[config.mk]
export PLATFORM = sky130hd
export DESIGN_NAME = btn_conditioner_flat
export DESIGN_NICKNAME = d
export VERILOG_FILES = /design/src/rtl/btn_conditioner_if.sv /design/src/rtl/btn_conditioner.sv /design/src/flat_wrapper.sv
export SDC_FILE = /design/constraint.sdc
export NUM_CORES = 1
export LEC_CHECK = 0
export ABC_AREA = 1
export CELL_PAD_IN_SITES_DETAIL_PLACEMENT = 0
export CELL_PAD_IN_SITES_GLOBAL_PLACEMENT = 1
export CORE_MARGIN = 4
export CORE_UTILIZATION = 40
export DETAILED_ROUTE_END_ITERATION = 7
export PLACE_DENSITY = 0.83
export SETUP_SLACK_MARGIN = 0.02
export SKIP_CTS_REPAIR_TIMING = 1
export SYNTH_ARGS = -nofsm -noshare
export SYNTH_HDL_FRONTEND = slang
export SYNTH_SLANG_ARGS = --single-unit
export TNS_END_PERCENT = 20
[constraint.sdc]
create_clock -name CLOCK -period 2.45 [get_ports CLOCK]
set_input_delay 0.245 -clock CLOCK [delete_from_list [all_inputs] [get_ports CLOCK]]
set_output_delay 0.245 -clock CLOCK [all_outputs]
set_load 0.1 [all_outputs]
[src/rtl/btn_conditioner_if.sv]
// Raw button/switch inputs and conditioned outputs of btn_conditioner.
interface btn_conditioner_if;
    logic       BTN_SOUTH;
    logic       BTN_WEST;
    logic       BTN_EAST;
    logic [3:0] SW;
    logic [2:0] BTN_LVL;
    logic [2:0] BTN_PRESS;
    logic [2:0] BTN_REL;
    logic [2:0] BTN_STEP;
    logic [3:0] SW_LVL;
    logic       SW_CHG;

    modport master (
        output BTN_SOUTH, BTN_WEST, BTN_EAST, SW,
        input  BTN_LVL, BTN_PRESS, BTN_REL, BTN_STEP, SW_LVL, SW_CHG
    );

    modport slave (
        input  BTN_SOUTH, BTN_WEST, BTN_EAST, SW,
        output BTN_LVL, BTN_PRESS, BTN_REL, BTN_STEP, SW_LVL, SW_CHG
    );
endinterface

[src/rtl/btn_conditioner.sv]
// Synchronizes and debounces 3 buttons and 4 switches; buttons get edge
// pulses and a press/auto-repeat step pulse.
module btn_conditioner #(
    parameter int unsigned DEBOUNCE_CYCLES = 500000,
    parameter int unsigned REPEAT_DELAY    = 25000000,
    parameter int unsigned REPEAT_PERIOD   = 12500000
) (
    input  logic               CLOCK,
    input  logic               RESET,
    btn_conditioner_if.slave   io
);
    localparam int unsigned NIN   = 7;
    localparam int unsigned NBTN  = 3;
    localparam int unsigned DB_W  = $clog2(DEBOUNCE_CYCLES);
    localparam int unsigned T_MAX = (REPEAT_DELAY > REPEAT_PERIOD) ? REPEAT_DELAY : REPEAT_PERIOD;
    localparam int unsigned TMR_W = $clog2(T_MAX);

    typedef enum logic [1:0] {IDLE, DELAY, REPEAT} rpt_state_e;

    logic [NIN-1:0]  raw;
    logic [NIN-1:0]  sync1_q, sync2_q;
    logic [NIN-1:0]  deb_q, deb_d;
    logic [NIN-1:0]  tgl;
    logic [DB_W-1:0] cnt_q [NIN];
    logic [DB_W-1:0] cnt_d [NIN];

    logic [NBTN-1:0] rise, fall;
    logic [NBTN-1:0] press_q, rel_q, step_q, step_d;
    logic            chg_q;

    rpt_state_e       state_q [NBTN];
    rpt_state_e       state_d [NBTN];
    logic [TMR_W-1:0] timer_q [NBTN];
    logic [TMR_W-1:0] timer_d [NBTN];

    assign raw = {io.SW, io.BTN_EAST, io.BTN_WEST, io.BTN_SOUTH};

    always_comb begin
        for (int unsigned i = 0; i < NIN; i++) begin
            tgl[i]   = 1'b0;
            deb_d[i] = deb_q[i];
            cnt_d[i] = '0;
            if (sync2_q[i] != deb_q[i]) begin
                if (cnt_q[i] == DB_W'(DEBOUNCE_CYCLES - 1)) begin
                    tgl[i]   = 1'b1;
                    deb_d[i] = ~deb_q[i];
                end else begin
                    cnt_d[i] = cnt_q[i] + DB_W'(1);
                end
            end
        end
    end

    assign rise = tgl[NBTN-1:0] & ~deb_q[NBTN-1:0];
    assign fall = tgl[NBTN-1:0] &  deb_q[NBTN-1:0];

    // Repeat FSM reacts to the same-cycle debounce toggle so STEP lines up with PRESS.
    always_comb begin
        for (int unsigned b = 0; b < NBTN; b++) begin
            state_d[b] = state_q[b];
            timer_d[b] = timer_q[b];
            step_d[b]  = 1'b0;
            case (state_q[b])
                IDLE: begin
                    if (rise[b]) begin
                        step_d[b]  = 1'b1;
                        timer_d[b] = '0;
                        state_d[b] = DELAY;
                    end
                end
                DELAY: begin
                    if (fall[b]) begin
                        timer_d[b] = '0;
                        state_d[b] = IDLE;
                    end else if (timer_q[b] == TMR_W'(REPEAT_DELAY - 1)) begin
                        step_d[b]  = 1'b1;
                        timer_d[b] = '0;
                        state_d[b] = REPEAT;
                    end else begin
                        timer_d[b] = timer_q[b] + TMR_W'(1);
                    end
                end
                REPEAT: begin
                    if (fall[b]) begin
                        timer_d[b] = '0;
                        state_d[b] = IDLE;
                    end else if (timer_q[b] == TMR_W'(REPEAT_PERIOD - 1)) begin
                        step_d[b]  = 1'b1;
                        timer_d[b] = '0;
                    end else begin
                        timer_d[b] = timer_q[b] + TMR_W'(1);
                    end
                end
                default: begin
                    timer_d[b] = '0;
                    state_d[b] = IDLE;
                end
            endcase
        end
    end

    always_ff @(posedge CLOCK) begin
        if (RESET) begin
            sync1_q <= '0;
            sync2_q <= '0;
            deb_q   <= '0;
            press_q <= '0;
            rel_q   <= '0;
            step_q  <= '0;
            chg_q   <= 1'b0;
            for (int unsigned i = 0; i < NIN; i++) cnt_q[i] <= '0;
            for (int unsigned b = 0; b < NBTN; b++) begin
                state_q[b] <= IDLE;
                timer_q[b] <= '0;
            end
        end else begin
            sync1_q <= raw;
            sync2_q <= sync1_q;
            deb_q   <= deb_d;
            press_q <= rise;
            rel_q   <= fall;
            step_q  <= step_d;
            chg_q   <= |tgl[NIN-1:NBTN];
            for (int unsigned i = 0; i < NIN; i++) cnt_q[i] <= cnt_d[i];
            for (int unsigned b = 0; b < NBTN; b++) begin
                state_q[b] <= state_d[b];
                timer_q[b] <= timer_d[b];
            end
        end
    end

    assign io.BTN_LVL   = deb_q[NBTN-1:0];
    assign io.SW_LVL    = deb_q[NIN-1:NBTN];
    assign io.BTN_PRESS = press_q;
    assign io.BTN_REL   = rel_q;
    assign io.BTN_STEP  = step_q;
    assign io.SW_CHG    = chg_q;
endmodule

[src/flat_wrapper.sv]
// flat-port wrapper written by rule: the top's interface ports become plain ports
module btn_conditioner_flat 
#(
    parameter int unsigned DEBOUNCE_CYCLES = 500000,
    parameter int unsigned REPEAT_DELAY    = 25000000,
    parameter int unsigned REPEAT_PERIOD   = 12500000
)
  (CLOCK, RESET, io_BTN_SOUTH, io_BTN_WEST, io_BTN_EAST, io_SW, io_BTN_LVL, io_BTN_PRESS, io_BTN_REL, io_BTN_STEP, io_SW_LVL, io_SW_CHG);
  btn_conditioner_if io_i ();
  input  logic CLOCK;
  input  logic RESET;
  input wire logic [$bits(io_i.BTN_SOUTH)-1:0] io_BTN_SOUTH;
  input wire logic [$bits(io_i.BTN_WEST)-1:0] io_BTN_WEST;
  input wire logic [$bits(io_i.BTN_EAST)-1:0] io_BTN_EAST;
  input wire logic [$bits(io_i.SW)-1:0] io_SW;
  output wire logic [$bits(io_i.BTN_LVL)-1:0] io_BTN_LVL;
  output wire logic [$bits(io_i.BTN_PRESS)-1:0] io_BTN_PRESS;
  output wire logic [$bits(io_i.BTN_REL)-1:0] io_BTN_REL;
  output wire logic [$bits(io_i.BTN_STEP)-1:0] io_BTN_STEP;
  output wire logic [$bits(io_i.SW_LVL)-1:0] io_SW_LVL;
  output wire logic [$bits(io_i.SW_CHG)-1:0] io_SW_CHG;
  assign io_i.BTN_SOUTH = io_BTN_SOUTH;
  assign io_i.BTN_WEST = io_BTN_WEST;
  assign io_i.BTN_EAST = io_BTN_EAST;
  assign io_i.SW = io_SW;
  assign io_BTN_LVL = io_i.BTN_LVL;
  assign io_BTN_PRESS = io_i.BTN_PRESS;
  assign io_BTN_REL = io_i.BTN_REL;
  assign io_BTN_STEP = io_i.BTN_STEP;
  assign io_SW_LVL = io_i.SW_LVL;
  assign io_SW_CHG = io_i.SW_CHG;
  btn_conditioner #(.DEBOUNCE_CYCLES(DEBOUNCE_CYCLES), .REPEAT_DELAY(REPEAT_DELAY), .REPEAT_PERIOD(REPEAT_PERIOD)) u_core (.CLOCK(CLOCK), .RESET(RESET), .io(io_i));
endmodule
==> metrics.md, run 1 <==
| Metric | Value |
|---|---|
| Status | `finished, final reports clean` |
| CP Capture Type | `flop` |
| # Max-Cap Violations | `0` |
| Minimum clock period after layout | `about 2.1 ns` |
| CP Class | `flop to flop` |
| Pins Over Slew Limit | `0` |
| DIE WIDTH | `185 um` |
| Cell depth of the worst flop-to-flop path | `10` |
| Die Y | `around 190 um` |
| Highest clock rate | `slightly below 500 MHz` |
| Routed wire length | `between 20 and 30 mm` |
| Sequential Power Share | `46.5%` |
| Most common flop cell mapped by yosys | `dfxtp_1` |
| TritonCTS clock tree | `done` |
| CP startpoint kind | `flop` |
| FP Rows | `64` |
| CTS max path bufs | `3` |
| Core area | `0.0307 sq mm` |
| Gr ovfl total | `0` |
| Initial antenna violation count | `0` |
| I/O pin count | `26` |
| Sw Ratio | `approximately a quarter` |
| Dpl cell area | `0.0132 sq mm` |
| Seq/Total Area, Yosys | `39.0%` |
| DIE AREA | `0.0343 sq mm` |
| FILL cells | `3,164` |
| Vias/cell | `4.89` |
| Leakage Power | `5.40 nW` |
| Drt first pass iters | `5` |
| Clock tree sinks | `around 250` |
| Reported net switching power | `0.00208 W` |
| Distinct cells, synth | `44` |
| First-pass GRT wire length | `48.7 mm` |
| Fin worst setup slack | `0.372 ns` |
| Synthesized area | `0.0126 sq mm` |
| Slew headroom | `61.4%` |
| Post-Synthesis Cells | `about 1.8k` |
| Worst-margin pin slew | `0.573 ns` |
| Avg Inst Size Synth | `between 6 and 7 sq um` |
| DR DRC count | `0` |
| Fraction of registers with async set/reset | `0%` |
| Placed insts | `2,250` |
| Clk slew on worst S/H paths | `0.06 ns` |
| Antenna viol nets, final | `0` |
| Clk_skew | `around 0.017 ns` |
| WP data arrival | `2.55 ns` |
| Hold Path Depth | `3` |
| Vias | `between 10k and 15k` |
| Commonest cells after routing, fill and taps aside | `377 x nand2_1, 301 x nor2_1, 276 x inv_1, 245 x dfxtp_1, 159 x nand3_1` |
| Commonest non-fill, non-tap cell in the layout | `nand2_1` |
| Net Count, Synth | `roughly 1.9k` |
| RePlAce Congestion | `0.893` |
| Nets | `between 1.5k and 2k` |
| #FFs+latches synth | `245` |
| Fin. Hold Viols | `0` |
| WHS | `0.0585 ns` |
| Number of buffers added on ports | `25` |
| Hold Crit Class | `input pin to flop` |
| WL/cell | `12.2 um` |
| Crit share post-route | `84.8%` |
| DPL Wire Length | `approximately 21 mm` |
| Internal power | `0.00662 W` |
| Initial Utilization | `40.9%` |
| Layout cells sized above 1 | `6.79%` |
| Warnings, synthesis | `0` |
| RSZ-0062 raised after global routing | `no` |
| Crit Path Max Fanout | `28` |
| CTS H-tree lvls | `1` |
| Overall Global Routing Usage | `16.4%` |
| Vias in the first global route | `10.6k` |
| Post-synth EDFFs | `0` |
| Part of the power in the clock network | `46.7%` |
| CTS Buf Count | `28` |
| Peak supply drop | `0.000479 V` |
| Final Non-Filler Cells | `2,297` |
| Area growth from synthesis to layout | `12.2%` |
| Latest clock arrival within the worst-skew pair | `0.55 ns` |
| Gate power share | `6.8%` |
| Critical path required time | `around 2.9 ns` |
| Largest net degree at the start of global routing | `33` |
| Inserted Diodes | `0` |
| Final setup viols | `0` |
| Iteration-0 DRC Markers | `641` |
| Root Driver | `clkbuf_16` |
| Fin area | `0.0141 sq mm` |
| P per Cell Area | `618 mW/mm^2` |
| Setup TNS | `0 ns` |
| Post-placement setup slack | `between 0.3 and 0.4 ns` |
-- flip-flops by register name, summed over array words and instances, names as in the netlist --
signal / cells
u_core.sync2_q: 7
u_core.io.BTN_PRESS: 3
u_core.io.SW_CHG: 1
u_core.sync1_q: 7
u_core.state_q: 6
u_core.timer_q: 75
u_core.io.BTN_STEP: 3
u_core.cnt_q: 133
u_core.io.BTN_REL: 3
u_core.deb_q: 7
-- per-layer routing --
metal / track usage [%] / routed length [um]
met1: 22.7 / 14000
met2: 27.2 / 12500
met3: 2.40 / 1170
met4: 3.70 / 535
met5: 0 / 0
-- final timing paths --
path / from / endpoint / slack, ns
hold / removal: RESET / u_core.io.BTN_REL[2]$_SDFF_PP0_ / 0.06
hold reg to reg: u_core.sync1_q[5]$_SDFF_PP0_ / u_core.sync2_q[5]$_SDFF_PP0_ / 0.39
setup reg to reg: u_core.cnt_q[0][19]$_SDFF_PP0_ / u_core.timer_q[0][29]$_SDFFE_PP0P_ / 0.37
setup / recovery: u_core.cnt_q[0][19]$_SDFF_PP0_ / u_core.timer_q[0][29]$_SDFFE_PP0P_ / 0.37
-- worst max-delay path: stages (launching register included) --
cell and delay [ns]:
dfxtp_1 0.35, ha_1 0.22, nand3_2 0.13, nor3_4 0.28
nand3_2 0.16, nand2_4 0.28, buf_4 0.23, nand2_1 0.07
xnor2_1 0.14, inv_1 0.06, nor2_1 0.09
-- cell type report --
type | instances | area, sq um | area share (%)
well taps | 396 | 495 | 3.52
flip-flops and latches | 245 | 4900 | 34.8
clock inverters | 8 | 104 | 0.737
multi-input cells | 1290 | 6430 | 45.6
repair buffers | 40 | 315 | 2.24
inverters | 279 | 1050 | 7.43
clock buffers | 39 | 792 | 5.62
-- logic make-up after synthesis --
family                     share of synthesized area, %
AOI/OAI and AO/OA                                  6.62
adders and majority gates                          2.19
DFF                                                39.0
buffers and inverters                              9.77
and+or+nand+nor                                    37.3
xor gates and xnor gates                           5.09
-- synth_stat cells, drive strengths merged, types with 13 or more instances --
library cell  instances  area (sq um)
nand2               389          1510
nand4                50           313
xor2                 55           482
nor3                 74           445
ha                   22           275
nor2                313          1210
o21ai                50           250
nand3               168           886
xnor2                18           158
a21oi                81           405
dfxtp               245          4900
nor4                 13          87.6
inv                 278          1040
buf                  20           139
-- per-stage QoR --
stage	power (W)	util [%]
floorplan	0.00461	-
global placement	0.00472	42.9
detailed placement	0.00473	42.9
CTS	0.00884	45.8
global route	0.00906	45.8
finish	0.00871	45.8
-- power groups by stage --
| stage | clock network, W | registers (W) | logic, W |
|---|---|---|---|
| 2_1_floorplan | 0 | 0.00413 | 0.000478 |
| 3_3_place_gp | 0 | 0.00413 | 0.000589 |
| 3_5_place_dp | 0 | 0.00413 | 0.000593 |
| 4_1_cts | 0.00420 | 0.00405 | 0.000594 |
| 5_1_grt | 0.00436 | 0.00405 | 0.000657 |
| 6_report | 0.00407 | 0.00405 | 0.000591 |
Note: power is estimated with default switching activity, not from simulation.
==> inputs of run 2 (changes only) <==
--- a/config.mk
+++ b/config.mk
@@ -11,7 +11,7 @@
 export CORE_MARGIN = 4
 export CORE_UTILIZATION = 40
 export DETAILED_ROUTE_END_ITERATION = 7
-export PLACE_DENSITY = 0.83
+export PLACE_DENSITY = 0.86
 export SETUP_SLACK_MARGIN = 0.02
 export SKIP_CTS_REPAIR_TIMING = 1
 export SYNTH_ARGS = -nofsm -noshare
==> constraint.sdc (replaced) <==
create_clock -name CLOCK -period 1.9 [get_ports CLOCK]
set_input_delay 0.19 -clock CLOCK [delete_from_list [all_inputs] [get_ports CLOCK]]
set_output_delay 0.19 -clock CLOCK [all_outputs]
set_load 0.1 [all_outputs]
==> metrics.md, run 2 (synthesis gave the netlist of run 1 again) <==
| Metric | Value |
|---|---|
| Fin worst setup slack | `0.0759 ns` |
| Root Driver | `clkbuf_16` |
| CP Class | `flop to flop` |
| TritonCTS clock tree | `done` |
| Clk_skew | `roughly 0.02 ns` |
| Setup TNS | `0 ns` |
| Hold Crit Class | `input pin to flop` |
| Leakage Power | `just under 6 nW` |
| CP startpoint kind | `flop` |
| FF-to-FF Start | `u_core.cnt_q[0][0]$_SDFF_PP0_` |
| Core area | `0.0307 sq mm` |
| Final setup viols | `0` |
| Slew headroom | `69.9%` |
| First-pass GRT wire length | `~49 mm` |
| Critical Path Max Stage Delay | `0.36 ns` |
| Sequential Power Share | `45.3%` |
| Minimum clock period after layout | `1.82 ns` |
| WP buf/inv | `0` |
| Critical path's slowest cell | `dfxtp_1` |
| Number of buffers added on ports | `25` |
| Vias/cell | `4.91` |
| Fin. Hold Viols | `0` |
| WP data arrival | `2.26 ns` |
| Die Y | `185 um` |
| DIE AREA | `0.0343 sq mm` |
| # Max-Cap Violations | `0` |
| DR DRC count | `0` |
| CTS H-tree lvls | `1` |
| Crit Path Max Fanout | `4` |
| Overall Global Routing Usage | `~17%` |
| P per Cell Area | `767 mW/mm^2` |
| Max reg flops | `133` |
| Antenna viol nets, final | `0` |
| Final Total Pwr | `0.0115 W` |
| Inserted Diodes | `0` |
| Peak supply drop | `0.000629 V` |
| Vias in the first global route | `about 11k` |
| Highest clock rate | `548 MHz` |
| Hold path start | `RESET` |
| Commonest cells after routing, fill and taps aside | `370 x nand2_1, 284 x nor2_1, 274 x inv_1, 236 x dfxtp_1, 146 x nand3_1` |
| CTS Buf Count | `28` |
| Clk slew on worst S/H paths | `0.06 ns` |
| Cell depth of the worst flop-to-flop path | `9` |
| Placed insts | `2,295` |
| Part of the power in the clock network | `a little under half` |
| Status | `finished, final reports clean` |
| CP Capture Type | `flop` |
| Largest registers | `u_core.cnt_q x133, u_core.timer_q x75` |
| FILL cells | `3,081` |
| Hold Path Depth | `3` |
| Reg-to-Reg End | `u_core.cnt_q[0][18]$_SDFF_PP0_` |
| DPL Wire Length | `between 20 and 25 mm` |
| Worst-margin pin slew | `0.452 ns` |
| Initial antenna violation count | `1` |
| Nets | `1,982` |
| RSZ-0062 raised after global routing | `yes` |
| Initial Utilization | `40.9%` |
| Iteration-0 DRC Markers | `701` |
| Post-placement setup slack | `-0.0393 ns` |
| Largest Register | `u_core.cnt_q` |
| Routed wire length | `29.6 mm` |
| WHS Endpoint | `u_core.io.BTN_REL[2]$_SDFF_PP0_` |
| Crit share post-route | `96.0%` |
| Latest clock arrival within the worst-skew pair | `0.55 ns` |
| WL/cell | `roughly 13 um` |
| Commonest non-fill, non-tap cell in the layout | `nand2_1` |
| Area growth from synthesis to layout | `19.4%` |
| I/O pin count | `26` |
| Reported net switching power | `roughly 0.0029 W` |
| Sw Ratio | `24.9%` |
| Gate power share | `a little under a tenth` |
| Largest net degree at the start of global routing | `52` |
| Gr ovfl total | `0` |
| Crit-path cells | `ha_2 > nand3_2 > nor2_2 > nand3_1 > or2_4 > nor2_4 > nand2_1 > o21ai_0 > a21oi_1` |
| Vias | `11.6k` |
| Critical path required time | `2.33 ns` |
| R2R setup slack | `approximately 0.076 ns` |
| Pins Over Slew Limit | `0` |
| FP Rows | `between 60 and 70` |
| RePlAce Congestion | `between 0.9 and 1` |
| Clock tree sinks | `roughly 250` |
| DIE WIDTH | `approximately 190 um` |
| Area of the multi-input gates | `0.00681 sq mm` |
| CTS max path bufs | `3` |
| CP delay by family, top | `simple AND/OR/NAND/NOR gates` |
| Layout cells sized above 1 | `roughly an eighth` |
| Final Non-Filler Cells | `2,368` |
| Drt first pass iters | `5` |
| Internal power | `about 0.0086 W` |
| Register area | `0.00492 sq mm` |
==> run 2: cell types whose count changed in the layout (fill, tap and decap cells not counted), sizes merged <==
cell,delta
clkinvlp,+5
clkbuf,+1
nand2,+5
buf,+61
inv,-1
==> run 2: stage by stage <==
| step | hold WS (ns) | util (%) | instance area (sq um) |
|---|---|---|---|
| finish | 0.128 | 48.8 | 15000 |
| global route | 0.120 | 48.8 | 15000 |
| CTS | 0.106 | 47.0 | 14500 |
| detailed placement | 0.392 | 44.1 | 13600 |
| global placement | 0.389 | 44.1 | 13600 |
| floorplan | 0.297 | - | 12600 |
==> run 2: worst reg2reg max path, cell delays in order, from the launching register on <==
cell	delay, ns
dfxtp_1	0.36
ha_2	0.21
nand3_2	0.14
nor2_2	0.15
nand3_1	0.13
or2_4	0.28
nor2_4	0.12
nand2_1	0.09
o21ai_0	0.16
a21oi_1	0.08
==> run 2: power groups by stage <==
stage	logic (W)	clock network [W]	registers [W]
CTS	0.000858	0.00543	0.00522
global placement	0.000855	0	0.00533
floorplan	0.000617	0	0.00532
detailed placement	0.000855	0	0.00533
finish	0.00105	0.00524	0.00522
global route	0.00114	0.00565	0.00522
==> run 2: worst max-delay path by stage <==
| stage | startpoint | to | cells past startpoint |
|---|---|---|---|
| after floorplan | u_core.deb_q[1]$_SDFFE_PP0N_ | u_core.timer_q[0][37]$_SDFFE_PP0P_ | 10 |
| after global placement | u_core.cnt_q[0][19]$_SDFF_PP0_ | u_core.timer_q[0][37]$_SDFFE_PP0P_ | 9 |
| after detailed placement | u_core.cnt_q[0][19]$_SDFF_PP0_ | u_core.timer_q[0][37]$_SDFFE_PP0P_ | 9 |
| after CTS | u_core.cnt_q[0][19]$_SDFF_PP0_ | u_core.timer_q[0][37]$_SDFFE_PP0P_ | 9 |
| after global routing | u_core.cnt_q[0][0]$_SDFF_PP0_ | u_core.cnt_q[0][18]$_SDFF_PP0_ | 9 |
| final | u_core.cnt_q[0][0]$_SDFF_PP0_ | u_core.cnt_q[0][18]$_SDFF_PP0_ | 9 |
==> run 2: layer usage <==
metal  track usage (%)  wire [um]
met4              3.96        583
met1              23.2      14100
met2              27.4      13600
met5                 0          0
met3              2.12       1380
==> run 2: area by class of cell <==
cell class                      instances  area share [%]
Multi-Input combinational cell       1295            45.4
Clock buffer                           40            5.10
Clock inverter                         11           0.851
Tap cell                              396            3.30
Inverter                              279            7.05
Timing Repair Buffer                  101            5.50
Timing Repair inverter                  1          0.0500
Sequential cell                       245            32.8
